**config.mk**
```make
export PLATFORM = sky130hd
export DESIGN_NAME = core_fetch
export DESIGN_NICKNAME = d
export VERILOG_FILES = /design/src/rtl/core_fetch.sv
export SDC_FILE = /design/constraint.sdc
export NUM_CORES = 1
export LEC_CHECK = 0
export BUFFER_PORTS_ARGS = -buffer_cell sky130_fd_sc_hd__buf_4
export CAP_MARGIN = 40
export CELL_PAD_IN_SITES_DETAIL_PLACEMENT = 0
export CELL_PAD_IN_SITES_GLOBAL_PLACEMENT = 1
export CORE_MARGIN = 2
export CORE_UTILIZATION = 48
export DETAILED_ROUTE_END_ITERATION = 6
export PLACE_DENSITY = 0.84
export SETUP_SLACK_MARGIN = 0.1
export SYNTH_ARGS = -nofsm -noshare
export SYNTH_HDL_FRONTEND = slang
export SYNTH_SLANG_ARGS = --single-unit
```
**constraint.sdc**
```tcl
create_clock -name clk -period 14 [get_ports clk]
set_input_delay 2.1 -clock clk [delete_from_list [all_inputs] [get_ports clk]]
set_output_delay 2.1 -clock clk [all_outputs]
set_load 0.02 [all_outputs]
```
**src/rtl/core_fetch.sv**
```systemverilog
// Instruction fetch stage: issues single outstanding word reads, buffers returned
// words with their PCs in a small prefetch FIFO and presents one per cycle to control.
module core_fetch #(
    parameter int unsigned DEPTH    = 2,
    parameter logic [29:0] RESET_PC = 30'h0
) (
    input  logic        clk,
    input  logic        rst,
    input  logic        stall,
    input  logic        branch,
    input  logic [29:0] branch_target,
    input  logic        fetch_ready,
    input  logic [31:0] fetch_data,
    output logic        fetch_start,
    output logic [29:0] fetch_addr,
    output logic [31:0] insn,
    output logic [29:0] insn_pc,
    output logic        insn_valid,
    output logic        flushing
);
    localparam int unsigned AW = $clog2(DEPTH);
    localparam int unsigned CW = AW + 1;
    localparam logic [31:0] NOP = 32'hE1A00000;

    typedef enum logic [1:0] {IDLE, BUSY, DROP} state_e;

    state_e        state_q;
    logic          fetch_start_q;
    logic [29:0]   fetch_addr_q;
    logic [29:0]   ptr_q;
    logic          flush_q;
    logic [31:0]   insn_q;
    logic [29:0]   insn_pc_q;
    logic          insn_valid_q;
    logic [31:0]   data_q [DEPTH];
    logic [29:0]   pc_q   [DEPTH];
    logic [AW-1:0] rd_q, wr_q;
    logic [CW-1:0] cnt_q, cnt_d;
    logic          done, push, pop, issue;

    // A read cannot complete in the cycle it is started, so a stale ready that
    // lines up with a fresh fetch_start (e.g. just after reset) is ignored.
    always_comb begin
        done  = (state_q != IDLE) && fetch_ready && !fetch_start_q;
        push  = (state_q == BUSY) && done && !branch;
        pop   = !stall && !branch && (cnt_q != '0);
        issue = (state_q == IDLE) && !branch && (cnt_q < CW'(DEPTH));
        cnt_d = cnt_q + CW'(push) - CW'(pop);
    end

    always_ff @(posedge clk) begin
        if (rst) begin
            state_q       <= IDLE;
            fetch_start_q <= 1'b0;
            fetch_addr_q  <= RESET_PC;
            ptr_q         <= RESET_PC;
            flush_q       <= 1'b0;
            insn_q        <= NOP;
            insn_pc_q     <= RESET_PC;
            insn_valid_q  <= 1'b0;
            rd_q          <= '0;
            wr_q          <= '0;
            cnt_q         <= '0;
        end else begin
            fetch_start_q <= 1'b0;
            if (branch) begin
                ptr_q        <= branch_target;
                rd_q         <= '0;
                wr_q         <= '0;
                cnt_q        <= '0;
                insn_q       <= NOP;
                insn_valid_q <= 1'b0;
                if ((state_q != IDLE) && !done) begin
                    state_q <= DROP;
                    flush_q <= 1'b1;
                end else begin
                    state_q <= IDLE;
                    flush_q <= 1'b0;
                end
            end else begin
                case (state_q)
                    IDLE: if (issue) begin
                        state_q       <= BUSY;
                        fetch_start_q <= 1'b1;
                        fetch_addr_q  <= ptr_q;
                        ptr_q         <= ptr_q + 30'd1;
                    end
                    BUSY: if (done) state_q <= IDLE;
                    DROP: if (done) begin
                        state_q <= IDLE;
                        flush_q <= 1'b0;
                    end
                    default: state_q <= IDLE;
                endcase
                if (push) begin
                    data_q[wr_q] <= fetch_data;
                    pc_q[wr_q]   <= fetch_addr_q;
                    wr_q         <= wr_q + AW'(1);
                end
                if (pop) begin
                    insn_q       <= data_q[rd_q];
                    insn_pc_q    <= pc_q[rd_q];
                    insn_valid_q <= 1'b1;
                    rd_q         <= rd_q + AW'(1);
                end else if (!stall) begin
                    insn_q       <= NOP;
                    insn_valid_q <= 1'b0;
                end
                cnt_q <= cnt_d;
            end
        end
    end

    assign fetch_start = fetch_start_q;
    assign fetch_addr  = fetch_addr_q;
    assign insn        = insn_q;
    assign insn_pc     = insn_pc_q;
    assign insn_valid  = insn_valid_q;
    assign flushing    = flush_q;
endmodule
```
==> out/qor.txt <==
Outcome -> complete, no violations
Fmax -> 0.2652 GHz
Slew HR -> 0.4139
Vias in the first global route -> 6,367
Post-CTS sizing -> 0
All-layer global routing usage -> 0.1956
CTS Buf Count -> 26
Via count -> 6,658
Hold Crit Class -> flop to flop
Worst-Skew Late Latency -> 0.52 ns
IO buf count -> 161
Avg Vias per Cell -> 5.276
EDFF count, synth -> 124
First-pass GRT wire length -> 34.32 mm
Fin Clk Skew -> 0.009312 ns
VDD IR max -> 0.00008288 V
DRC -> 0
P per Cell Area -> 131.2 mW/mm^2
WS Path Type -> input pin to flop
Max-slew violations -> 0
Worst reg2reg path endpoint -> pc_q[0][20]
H-tree levels -> 1
Drt pass-1 iters -> 6
Least-Margin Pin Slew -> 0.8791 ns
Post-DP HPWL -> 14.18 mm
Startpoint types -> input pin
Sum Neg Setup Slack -> 0 ns
Post-CTS Setup Repair Bufs -> 0
FF+latch count, synth -> 256
Async set or reset register ratio after synthesis -> 0
Reg2reg start -> state_q[0]
Crit share post-route -> 0.2694
CTS tree -> done
HP Start -> insn_valid
Fin crit period -> 3.771 ns
Register area share after synthesis -> 0.6475
Iteration-0 DRC Markers -> 410
Detail Route Antenna Nets -> 0
Die width -> 147.1 um
CTS clk-pin slew, worst paths -> 0.06 ns
Core box area -> 0.02017 mm^2
Worst Hold End -> insn_valid
Worst-case reg-to-reg path depth -> 6
Leakage -> 4.323 nW
CTS root buf -> clkbuf_16
# IOs -> 162
DIE AREA -> 0.02164 mm^2
Setup crit start -> branch
P&R area growth vs syn -> 23.34%
Proportion of layout cells with a drive suffix above 1 -> 0.2581
Most common flop cell mapped by yosys -> dfxtp_1
Max Cap Violations -> 0
Initial core utilization -> 0.4875
Diodes inserted -> 0
Post-Synthesis Cells -> 833
Gr ovfl total -> 0
Mapped Nets -> 906
Yosys cell types -> 58
Site Rows -> 52
Max FO, Critical Path -> 62
FF-to-FF setup slack -> 11.40 ns
Most common cell after layout, fill and taps aside -> buf_4
Worst Path Required -> 14.14 ns
Worst hold margin -> 0.4764 ns
YS warnings -> 0
Die H -> 147.1 um
Total Wirelength -> 21.63 mm
CP arrival -> 3.91 ns
Element type at the critical path end -> flop
Hold depth -> 2
Commonest cells after routing, fill and taps aside -> buf_4 (170), dfxtp_1 (131), edfxtp_1 (124)
Routed len/inst -> 17.14 um
Gpl congestion -> 0.7723
Final setup viols -> 0
Antenna violations before repair -> 0
Final #Nets -> 1,045
CTS Buffer Depth -> 3
RSZ-0062 raised after global routing -> no
Cts hold-fix bufs -> 0
Cell Area, Synth -> 0.009832 mm^2
Synth Area per Inst -> 11.80 um^2
Pin count of the biggest net entering global routing -> 88
Number of sinks on the clock net -> 256
Hold Vio Cnt, Final -> 0
registers in the layout (all words and copies together), names as in the netlist, named ones only:
| signal | flops |
|---|---|
| data_q | 64 |
| insn_valid | 1 |
| wr_q | 1 |
| insn_pc | 30 |
| pc_q | 60 |
| cnt_q | 2 |
| fetch_addr | 30 |
| ptr_q | 30 |
| state_q | 2 |
| rd_q | 1 |
| insn | 32 |
| fetch_start | 1 |
| flushing | 1 |
worst max-delay path, stage by stage:
cell and delay (ns):
buf_4 0.22, nor2_1 0.58, nand2_1 0.19, nor2_4 0.10, buf_4 0.67
stage by stage:
step / power (mW) / setup WS, ns / util / area, um^2 / std cells
detailed placement: 0.9019 / 9.656 / 0.5570 / 11230 / 1214
floorplan: 0.8643 / 8.167 / - / 9832 / 833
global placement: 0.9008 / 9.656 / 0.5560 / 11210 / 1213
global route: 1.643 / 10.06 / 0.6012 / 12130 / 1262
finish: 1.591 / 10.23 / 0.6012 / 12130 / 1262
CTS: 1.603 / 10.19 / 0.6012 / 12130 / 1262
synthesized netlist by cell type, drive strengths merged (2+ instances only):
| library cell | count | area [um^2] |
|---|---|---|
| a22oi | 27 | 202.7 |
| nor4 | 10 | 62.56 |
| o31ai | 4 | 30.03 |
| nand3b | 2 | 27.53 |
| or3 | 5 | 31.28 |
| a311oi | 6 | 52.55 |
| buf | 13 | 63.81 |
| nor2b | 2 | 12.51 |
| nand2b | 2 | 12.51 |
| and3 | 5 | 31.28 |
| nor3b | 4 | 30.03 |
| nor2 | 97 | 364.1 |
| mux2 | 33 | 371.6 |
| clkbuf | 47 | 177.7 |
| edfxtp | 124 | 3724 |
| nor3 | 7 | 35.03 |
| xnor2 | 10 | 87.58 |
| nand3 | 13 | 70.07 |
| or4 | 7 | 56.30 |
| ha | 6 | 75.07 |
| a211oi | 42 | 315.3 |
| inv | 11 | 41.29 |
| xor2 | 5 | 43.79 |
| nand2 | 97 | 364.1 |
| a2111oi | 7 | 61.31 |
| or2 | 3 | 18.77 |
| o21ai | 5 | 25.02 |
| and4 | 6 | 52.55 |
| o22ai | 7 | 43.79 |
| a21oi | 37 | 185.2 |
| nand4b | 2 | 32.53 |
| nand4 | 12 | 81.33 |
| dfxtp | 132 | 2643 |
| mux2i | 30 | 300.3 |
cell families (layout without fill, tap and decap cells):
logic type	after synthesis	in the layout	synth area share
compound gates	145	145	0.1014
xor+xnor	15	15	0.01336
fa+ha+maj	6	6	0.007635
buf+inv	71	230	0.02876
flops	256	256	0.6475
mux	63	63	0.06834
simple gates	277	277	0.1330
power breakdown:
part / internal, mW / switching [mW]
combinational: 0.0311 / 0.0427
clock: 0.431 / 0.274
sequential: 0.795 / 0.0166
total: 1.26 / 0.333
area by class of cell:
type,count,area (um^2)
Clock buffer,40,805.8
Clock inverter,8,86.33
Fill cell,1677,8043
Inverter,11,41.29
Multi-Input combinational cell,506,3192
Sequential cell,256,6367
Tap cell,270,337.8
Timing Repair Buffer,171,1296
worst max path at each step:
| stage | cells past startpoint | slack, ns | endpoint |
|---|---|---|---|
| finish | 5 | 10.23 | pc_q[0][20] |
| CTS | 5 | 10.19 | pc_q[0][13] |
| detailed placement | 5 | 9.66 | pc_q[0][26] |
| floorplan | 5 | 8.17 | data_q[0][0] |
| global route | 5 | 10.06 | pc_q[0][16] |
| global placement | 5 | 9.66 | pc_q[0][11] |
routing by layer:
layer,up-vias,part of all wire,track usage
met3,20,0.050,0.02950
met5,-,0,0
met1,3137,0.48,0.2864
li1,3336,-,-
met4,0,0.014,0.04856
met2,165,0.46,0.3084
Note: power is estimated with default switching activity, not from simulation.
